[src/rtl/uart_tx_scheduler_pkg.sv]
// Shared definitions for the UART transmit scheduler: FSM state encoding and timing defaults.
package uart_tx_scheduler_pkg;

    typedef enum logic [2:0] {
        ST_IDLE    = 3'd0,
        ST_FETCH   = 3'd1,
        ST_START   = 3'd2,
        ST_WAIT_HI = 3'd3,
        ST_WAIT_LO = 3'd4
    } sched_state_t;

    localparam int DEFAULT_IDLE_TIMEOUT = 1_000_000;

    // Cycles spent in START before the wait is relabelled WAIT_HI; start stays asserted either way.
    localparam int START_WAIT_CYCLES = 4;

endpackage

[src/rtl/uart_tx_scheduler_rr_arbiter.sv]
// Combinational round-robin arbiter: the first set request at or after rr_ptr (wrapping) wins.
module uart_tx_scheduler_rr_arbiter #(
    parameter int N_REQ = 3,
    parameter int PTR_W = 2
) (
    input  logic [N_REQ-1:0] req,
    input  logic [PTR_W-1:0] rr_ptr,
    output logic [N_REQ-1:0] winner,
    output logic             any_valid
);

    logic [PTR_W-1:0] idx;
    logic             found;

    always_comb begin
        winner = '0;
        found  = 1'b0;
        idx    = '0;
        for (int o = 0; o < N_REQ; o++) begin
            idx = PTR_W'((int'(rr_ptr) + o) % N_REQ);
            if (!found && req[idx]) begin
                winner[idx] = 1'b1;
                found       = 1'b1;
            end
        end
    end

    assign any_valid = |req;

endmodule

[src/rtl/uart_tx_scheduler.sv]
// Round-robin owner of the single UART transmitter; a granted requester keeps it until its last byte.
// Requester handshake: requester i holds req_valid/req_data/req_last until req_ready[i] pulses for one cycle.
module uart_tx_scheduler
    import uart_tx_scheduler_pkg::*;
#(
    parameter int N_REQ        = 3,
    parameter int IDLE_TIMEOUT = DEFAULT_IDLE_TIMEOUT
) (
    input  logic               clock,
    input  logic               reset,
    input  logic [N_REQ-1:0]   req_valid,
    input  logic [8*N_REQ-1:0] req_data,
    input  logic [N_REQ-1:0]   req_last,
    output logic [N_REQ-1:0]   req_ready,
    output logic [N_REQ-1:0]   grant,
    output logic [7:0]         uart_tx_data,
    output logic               uart_tx_start,
    input  logic               uart_tx_busy,
    output logic               timeout_err
);

    localparam int PTR_W   = (N_REQ > 1) ? $clog2(N_REQ) : 1;
    localparam int TIMER_W = $clog2(IDLE_TIMEOUT + 1);

    sched_state_t       state;
    logic [PTR_W-1:0]   rr_ptr;
    logic [PTR_W-1:0]   grant_idx;
    logic [PTR_W-1:0]   next_ptr;
    logic [TIMER_W-1:0] timer;
    logic [2:0]         start_wait;
    logic               last_flag;

    logic [N_REQ-1:0]   winner;
    logic               any_valid;
    logic [PTR_W-1:0]   win_idx;
    logic [7:0]         win_data;
    logic               win_last;
    logic               cur_valid;
    logic [7:0]         cur_data;
    logic               cur_last;

    uart_tx_scheduler_rr_arbiter #(
        .N_REQ (N_REQ),
        .PTR_W (PTR_W)
    ) u_arbiter (
        .req       (req_valid),
        .rr_ptr    (rr_ptr),
        .winner    (winner),
        .any_valid (any_valid)
    );

    always_comb begin
        win_idx   = '0;
        win_data  = '0;
        win_last  = 1'b0;
        cur_valid = 1'b0;
        cur_data  = '0;
        cur_last  = 1'b0;
        for (int i = 0; i < N_REQ; i++) begin
            if (winner[i]) begin
                win_idx  = PTR_W'(i);
                win_data = req_data[8*i +: 8];
                win_last = req_last[i];
            end
            if (grant_idx == PTR_W'(i)) begin
                cur_valid = req_valid[i];
                cur_data  = req_data[8*i +: 8];
                cur_last  = req_last[i];
            end
        end
    end

    // The finished owner drops to lowest priority on release.
    assign next_ptr = (grant_idx == PTR_W'(N_REQ - 1)) ? '0 : grant_idx + PTR_W'(1);

    // Start is gated by busy so it falls in the very cycle the UART takes the byte and can never
    // be high when busy falls, which would resend the stale byte.
    assign uart_tx_start = ((state == ST_START) || (state == ST_WAIT_HI)) && !uart_tx_busy;

    always_ff @(posedge clock or posedge reset) begin
        if (reset) begin
            state        <= ST_IDLE;
            grant        <= '0;
            grant_idx    <= '0;
            req_ready    <= '0;
            uart_tx_data <= '0;
            timeout_err  <= 1'b0;
            rr_ptr       <= '0;
            timer        <= '0;
            start_wait   <= '0;
            last_flag    <= 1'b0;
        end else begin
            req_ready   <= '0;
            timeout_err <= 1'b0;
            case (state)
                ST_IDLE: begin
                    if (any_valid) begin
                        uart_tx_data <= win_data;
                        last_flag    <= win_last;
                        req_ready    <= winner;
                        grant        <= winner;
                        grant_idx    <= win_idx;
                        start_wait   <= '0;
                        state        <= ST_START;
                    end else begin
                        grant <= '0;
                    end
                end
                ST_FETCH: begin
                    if (cur_valid) begin
                        uart_tx_data <= cur_data;
                        last_flag    <= cur_last;
                        req_ready    <= grant;
                        timer        <= '0;
                        start_wait   <= '0;
                        state        <= ST_START;
                    end else if (timer == TIMER_W'(IDLE_TIMEOUT - 1)) begin
                        timeout_err <= 1'b1;
                        grant       <= '0;
                        rr_ptr      <= next_ptr;
                        timer       <= '0;
                        state       <= ST_IDLE;
                    end else begin
                        timer <= timer + TIMER_W'(1);
                    end
                end
                ST_START, ST_WAIT_HI: begin
                    if (uart_tx_busy) begin
                        state <= ST_WAIT_LO;
                    end else if (state == ST_START) begin
                        if (start_wait == 3'(START_WAIT_CYCLES - 1)) begin
                            state <= ST_WAIT_HI;
                        end else begin
                            start_wait <= start_wait + 3'd1;
                        end
                    end
                end
                ST_WAIT_LO: begin
                    if (!uart_tx_busy) begin
                        if (last_flag) begin
                            grant  <= '0;
                            rr_ptr <= next_ptr;
                            state  <= ST_IDLE;
                        end else begin
                            timer <= '0;
                            state <= ST_FETCH;
                        end
                    end
                end
                default: state <= ST_IDLE;
            endcase
        end
    end

endmodule
[config.mk]
export PLATFORM = sky130hd
export DESIGN_NAME = uart_tx_scheduler
export DESIGN_NICKNAME = d
export VERILOG_FILES = /design/src/rtl/uart_tx_scheduler_pkg.sv /design/src/rtl/uart_tx_scheduler_rr_arbiter.sv /design/src/rtl/uart_tx_scheduler.sv
export SDC_FILE = /design/constraint.sdc
export NUM_CORES = 1
export LEC_CHECK = 0
export ABC_AREA = 1
export BUFFER_PORTS_ARGS = -buffer_cell sky130_fd_sc_hd__buf_2
export CAP_MARGIN = 30
export CELL_PAD_IN_SITES_DETAIL_PLACEMENT = 1
export CELL_PAD_IN_SITES_GLOBAL_PLACEMENT = 1
export CORE_UTILIZATION = 41
export CTS_CLUSTER_DIAMETER = 80
export CTS_CLUSTER_SIZE = 16
export DETAILED_ROUTE_END_ITERATION = 6
export PLACE_DENSITY_LB_ADDON = 0.1
export SLEW_MARGIN = 20
export SYNTH_ARGS = -nofsm -noshare
export SYNTH_HDL_FRONTEND = slang
export SYNTH_SLANG_ARGS = --single-unit
export TNS_END_PERCENT = 100
[constraint.sdc]
create_clock -name clock -period 2.45 [get_ports clock]
set_clock_uncertainty 0.05 [all_clocks]
set_input_delay 0.3675 -clock clock [delete_from_list [all_inputs] [get_ports clock]]
set_output_delay 0.3675 -clock clock [all_outputs]
set_load 0.03 [all_outputs]
# Word-level counts from Yosys, hierarchy flattened
# Index checks and enable logic that the tools add are counted.
# totals
regBits	46
wordCells	148
# classes
n_addsub	5
div	3
n_lt_le_gt_ge	6
n_eq_ne	21
n_mux	76
bitwise	2
n_reduce_logical	25
# op_table
cell	n
20-bit two-way mux	4
32-bit by 3-bit modulo with 32-bit output, second input constant	2
8-bit two-way mux	8
3-bit two-way mux	20
20-bit one-hot mux with 2 select lines	1
3-bit by 3-bit modulo with 32-bit output, second input constant	1
1-bit two-way mux	24
20-bit by 1-bit adder with 20-bit output, second input constant	1
20-bit equality test, second input constant	1
2-bit != test, second input constant	10
3-bit one-hot mux with 3 select lines	2
8-bit one-hot mux with 2 select lines	1
5-bit AND reduction	3
2-bit two-way mux	6
3-bit one-hot mux with 4 select lines	1
3-bit by 2-bit equality test with 1-bit output, second input constant	3
2-bit by 3-bit < comparator with 1-bit output, second input constant	3
3-bit != test, second input constant	3
1-bit binary-select mux with 2-bit select	3
1-bit demux with 2-bit select	3
2-bit by 1-bit >= comparator with 1-bit output, second input constant	3
1-bit logical AND	6
3-bit bitwise OR	2
3-bit one-hot mux with 2 select lines	1
21 further kinds	26

# Logic depth before layout (Yosys ltp)
# depth
word_depth	15
ltp_mapped	16

# Hierarchy
# A second synthesis with hierarchy kept.
# hier_totals
cells_unflattened	479
hier_area_um2	3191.8
# by_module_without_submodules
mod	n_inst	cells_per_inst	area_per_inst_um2
uart_tx_scheduler	1	436	2952.8
uart_tx_scheduler_rr_arbiter	1	43	239.0

# Worst setup path before layout
# OpenSTA, ideal clock, no wires.
# synth_timing
kind	register to register
startpoint	register rr_ptr[0]
endpoint	register uart_tx_data[0]
setup_ns	0.117
arrival_ns	1.712
required_ns	2.283
path_slack_ns	0.572
stages_incl_launch_ff	16
period_less_slack_ns	1.878
path_cell_list	dfrtp_1 -> inv_1 -> ha_1 -> inv_1 -> nand2_1 -> nand3_1 -> nand2_1 -> nand2_1 -> inv_2 -> nand2_1 -> nand3_1 -> buf_2 -> a21oi_1 -> nand2_1 -> nand2_1 -> nand2_1
# synth_between
elab_chain_cells	15
elab_cells_between_ends	42
cone_classes	2 x add/sub; 3 x div; 6 x order compare; 22 x mux; 2 x bitwise; 7 x reduce/logical
# synth_rtl
item	line	rtl
start, declared	uart_tx_scheduler.sv:26	logic [PTR_W-1:0] rr_ptr;
start signal, assigned	uart_tx_scheduler.sv:120	rr_ptr <= next_ptr;
start signal, assigned	uart_tx_scheduler.sv:142	rr_ptr <= next_ptr;
2-bit by 1-bit adder with 3-bit output or 3-bit by 3-bit modulo with 32-bit output (tied branches)	uart_tx_scheduler_rr_arbiter.sv:20	idx = PTR_W'((int'(rr_ptr) + o) % N_REQ);
32-bit by 3-bit modulo with 32-bit output, or another cell as far along	uart_tx_scheduler_rr_arbiter.sv:20	
2-bit by 3-bit < comparator with 1-bit output (implied by the code), or another cell as far along	uart_tx_scheduler_rr_arbiter.sv:22	winner[idx] = 1'b1;
1-bit logical AND (implied by the code), or another cell as far along	uart_tx_scheduler_rr_arbiter.sv:22	
1-bit two-way mux (implied by the code), or another cell as far along	uart_tx_scheduler_rr_arbiter.sv:22	
1-bit demux with 2-bit select, or another cell as far along	n/a	
3-bit bitwise OR (no source line) or 1-bit two-way mux (tied branches)	n/a	
3-bit two-way mux or 1-bit zero test (tied branches)	uart_tx_scheduler_rr_arbiter.sv:21	if (!found && req[idx]) begin
3-bit bitwise OR (no source line) or 1-bit logical AND (tied branches)	n/a	
3-bit two-way mux *	uart_tx_scheduler_rr_arbiter.sv:21	
8-bit two-way mux (2 in series)	uart_tx_scheduler.sv:60	if (winner[i]) begin
8-bit two-way mux *	uart_tx_scheduler.sv:60	
8-bit two-way mux *	uart_tx_scheduler.sv:97	if (any_valid) begin
8-bit one-hot mux with 2 select lines *	uart_tx_scheduler.sv:95	case (state)
end signal, assigned	uart_tx_scheduler.sv:98	uart_tx_data <= win_data;
end signal, assigned	uart_tx_scheduler.sv:111	uart_tx_data <= cur_data;
end, declared	uart_tx_scheduler.sv:16	output logic [7:0] uart_tx_data,
# Mark *: on every way between the ends. The rest lies on a longest branch, timed or not. The select of a mux whose other input is x is not followed.
# A chain may end at the register's enable or synchronous reset.

# Worst setup path in the final report
# Ends and elaborated chain as after synthesis.

==> impl_metrics.json <==
{
  "timing.critical_path.from_type": "register",
  "grt_pass1_vias": 3487,
  "io_pins": 49,
  "grt_pass1_wl_um": 16100,
  "leakage_uw": 0.00201,
  "crit_required_ns": 2.59,
  "synthCells": 469,
  "place_hpwl_um": 6970,
  "critical_path.cell_chain": "inv_1 -> ha_2 -> inv_1 -> nand2_1 -> nand2_1 -> nor2_1 -> nand3_1 -> nand2_1 -> inv_1 -> nand2_1 -> buf_4 -> a21oi_2 -> nand2_1 -> nand2_1 -> nand2_1 -> nand2_1",
  "netlist_area_mm2": 0.00326,
  "ctsHoldBuffers": 0,
  "cts_inserted_buffers": 5,
  "start_util_pct": 42.2,
  "cp-end-kind": "register",
  "drc": 0,
  "yosysTopAreaCell": "dfrtp_1",
  "io_buffers": 48,
  "root_buffer": "clkbuf_8",
  "maxCapViolations": 0,
  "die_w_um": 91.2,
  "hold_viol": 0,
  "fmax_mhz": 467,
  "synth.area.top_cells": "dfrtp_1 35%, nand2_1 16%, inv_1 7.4%, nand3_1 4.9%, a21oi_1 4.8%",
  "cts_sinks": 46,
  "die-area_mm2": 0.00832,
  "p_per_area_mw_per_mm2": 1330,
  "ys_seq_elements": 46,
  "ys_seq_area_share_pct": 35.3,
  "avgSynthCellArea_um2": 6.96,
  "yosys-top-cells-count": "143 x nand2_1, 64 x inv_1, 46 x dfrtp_1, 32 x nand3_1, 31 x a21oi_1",
  "die_h_um": 91.2,
  "drt-initial-drc-count": 94,
  "wl_per_cell_um": 14.7,
  "synth_cell_types": 40,
  "clock_latency_ns": 0.30,
  "hp-class": "input pin to async pin",
  "cp_common_cell": "nand2_1",
  "htreeDepth": 2,
  "core_area_mm2": 0.00773,
  "via_count": 3237,
  "clockBufferDepth": 2,
  "cp.arrival_ns": 2.28,
  "antenna_found_initial": 0,
  "drt-total-wl_um": 9220,
  "finalMaxSlewViolations": 0,
  "setup_tns_ns": 0,
  "area_growth_pct": 14.5,
  "ys.warnings.count": 0,
  "layoutNonFillerInstCount": 625,
  "fin_nets": 562,
  "gp_congestion": 0.810,
  "finalCritPeriodShare_pct": 87.4,
  "grt_usage_pct": 23.7,
  "rsz0062_at_grt": "false",
  "worstSetupPathType": "register to register",
  "tightestPinTransition_ns": 0.821,
  "async_reset_ff_share_pct": 100,
  "synth_edf_count": 0,
  "setup_viol": 0,
  "synth_ff_type": "dfrtp_1",
  "viasPerCell": 5.18,
  "irDropWorstVdd_mv": 0.841,
  "fillers": 1044,
  "ant_nets": 0,
  "synthesis.nets": 509,
  "drive_gt1_share_pct": 21.2,
  "path_clk_slew_ns": 0.10,
  "max-slew-margin-rel_pct": 45.2,
  "grt_max_degree": 38,
  "num_rows": 32,
  "synth.top_cell.area_share_pct": 35.3,
  "drtPass1Iterations": 4,
  "status": "finished clean",
  "overflow": 0,
  "max_stage_delay_ns": 0.40,
  "cts_tree": "yes",
  "layout_min_cycle_time_ns": 2.14,
  "synth_most_common_cell": "nand2_1",
  "critPathMaxFanout": 7,
  "cpMaxStageDelayCell": "ha_2",
  "insertedDiodeCount": 0,
  "dp_cells": 616
}
[kinds of logic (layout without fill, tap and decap cells)]
group	count (synthesis)	in the layout	share of synthesized area [%]
flops	46	46	35.3
buf+inv	83	137	10.5
fa+ha+maj	7	7	2.68
compound gates	91	91	17.1
simple gates	241	241	34.2
xor+xnor	1	1	0.268
[critical path: cells and delay by family (launching register included)]
kind / cells / cell delay [ns]
DFF: 1 / 0.39
and+or+nand+nor: 10 / 0.71
adders and majority gates: 1 / 0.40
buffers and inverters: 4 / 0.43
AOI/OAI and AO/OA: 1 / 0.06
[worst paths after layout]
path                                    to  slack, ns            start  cells past startpoint
setup / recovery           uart_tx_data[0]       0.31        rr_ptr[0]                     16
hold / removal                   timer[16]       0.17            reset                      2
setup reg to reg           uart_tx_data[0]       0.31        rr_ptr[0]                     16
hold reg to reg            uart_tx_data[1]       0.43  uart_tx_data[1]                      2
max in group asynchronous     grant_idx[0]       1.50            reset                      3
min in group clock                state[2]       0.32     uart_tx_busy                      3
[metal layers]
metal	part of all wire (%)	up-vias	track usage, %	wire length, um
li1	-	1623	-	-
met1	47	1564	30.3	4370
met2	50	44	43.2	4580
met3	2.2	6	2.35	202
met4	0.74	0	5.29	68
met5	0	-	0	0
[report_power, final]
part           switching (uW)  internal, uW  leakage [uW]
clock network             282           301     0.0000579
logic                    2110          1010       0.00135
registers                 240          1040      0.000608
total                    2630          2350       0.00201
[cell type report]
cell class	count	area (um2)	area share, %
Timing Repair Buffer	56	300	8.04
Tap cell	102	128	3.42
Multi-Input combinational cell	340	1770	47.4
Clock buffer	5	68.8	1.84
Sequential cell	46	1150	30.8
Inverter	73	277	7.40
Clock inverter	3	40.0	1.07
[registers in the layout, indices dropped and copies added (netlist names)]
name / count
uart_tx_data: 8
req_ready: 3
timer: 20
rr_ptr: 2
last_flag: 1
start_wait: 3
grant: 3
timeout_err: 1
state: 3
grant_idx: 2
[repair_timing]
item | in CTS | in global routing
endpoints found under the setup margin | 0 | 7
buffers inserted | 0 | 1
gates resized for setup | 0 | 1
[cell usage in the layout, fill, tap and decap left out, types with 2 or more instances in the layout]
cell      count
a211oi_1      3
a21oi_1      31
a21oi_2      10
a31oi_1      10
buf_2        48
buf_4         8
clkbuf_8      5
clkinv_2      2
dfrtp_1      46
ha_1          6
inv_1        63
inv_2         9
nand2_1     143
nand2_2       5
nand2_4       3
nand3_1      32
nand3_2       4
nand3b_1      2
nand4_1       4
nor2_1       25
nor2_2        2
nor2_4        2
nor3_1       11
nor3_2        4
o21ai_0      21
o21ai_1       3
o21ai_2       3
o21bai_1      2
o22ai_1       3
o31ai_1       2
[per-stage QoR]
step / instance area, um2 / power, uW / worst slack, ns / utilization, % / hold slack (ns)
final: 3740 / 4980 / 0.309 / 48.3 / 0.168
after global routing: 3740 / 5500 / 0.0180 / 48.3 / 0.244
after CTS: 3730 / 5010 / 0.263 / 48.2 / 0.216
after detailed placement: 3620 / 4400 / 0.276 / 46.8 / 0.410
after global placement: 3620 / 4290 / 0.353 / 46.8 / 0.411
after floorplan: 3260 / 3640 / 0.572 / - / 0.402
No activity file was read; power rests on OpenSTA's default activity.
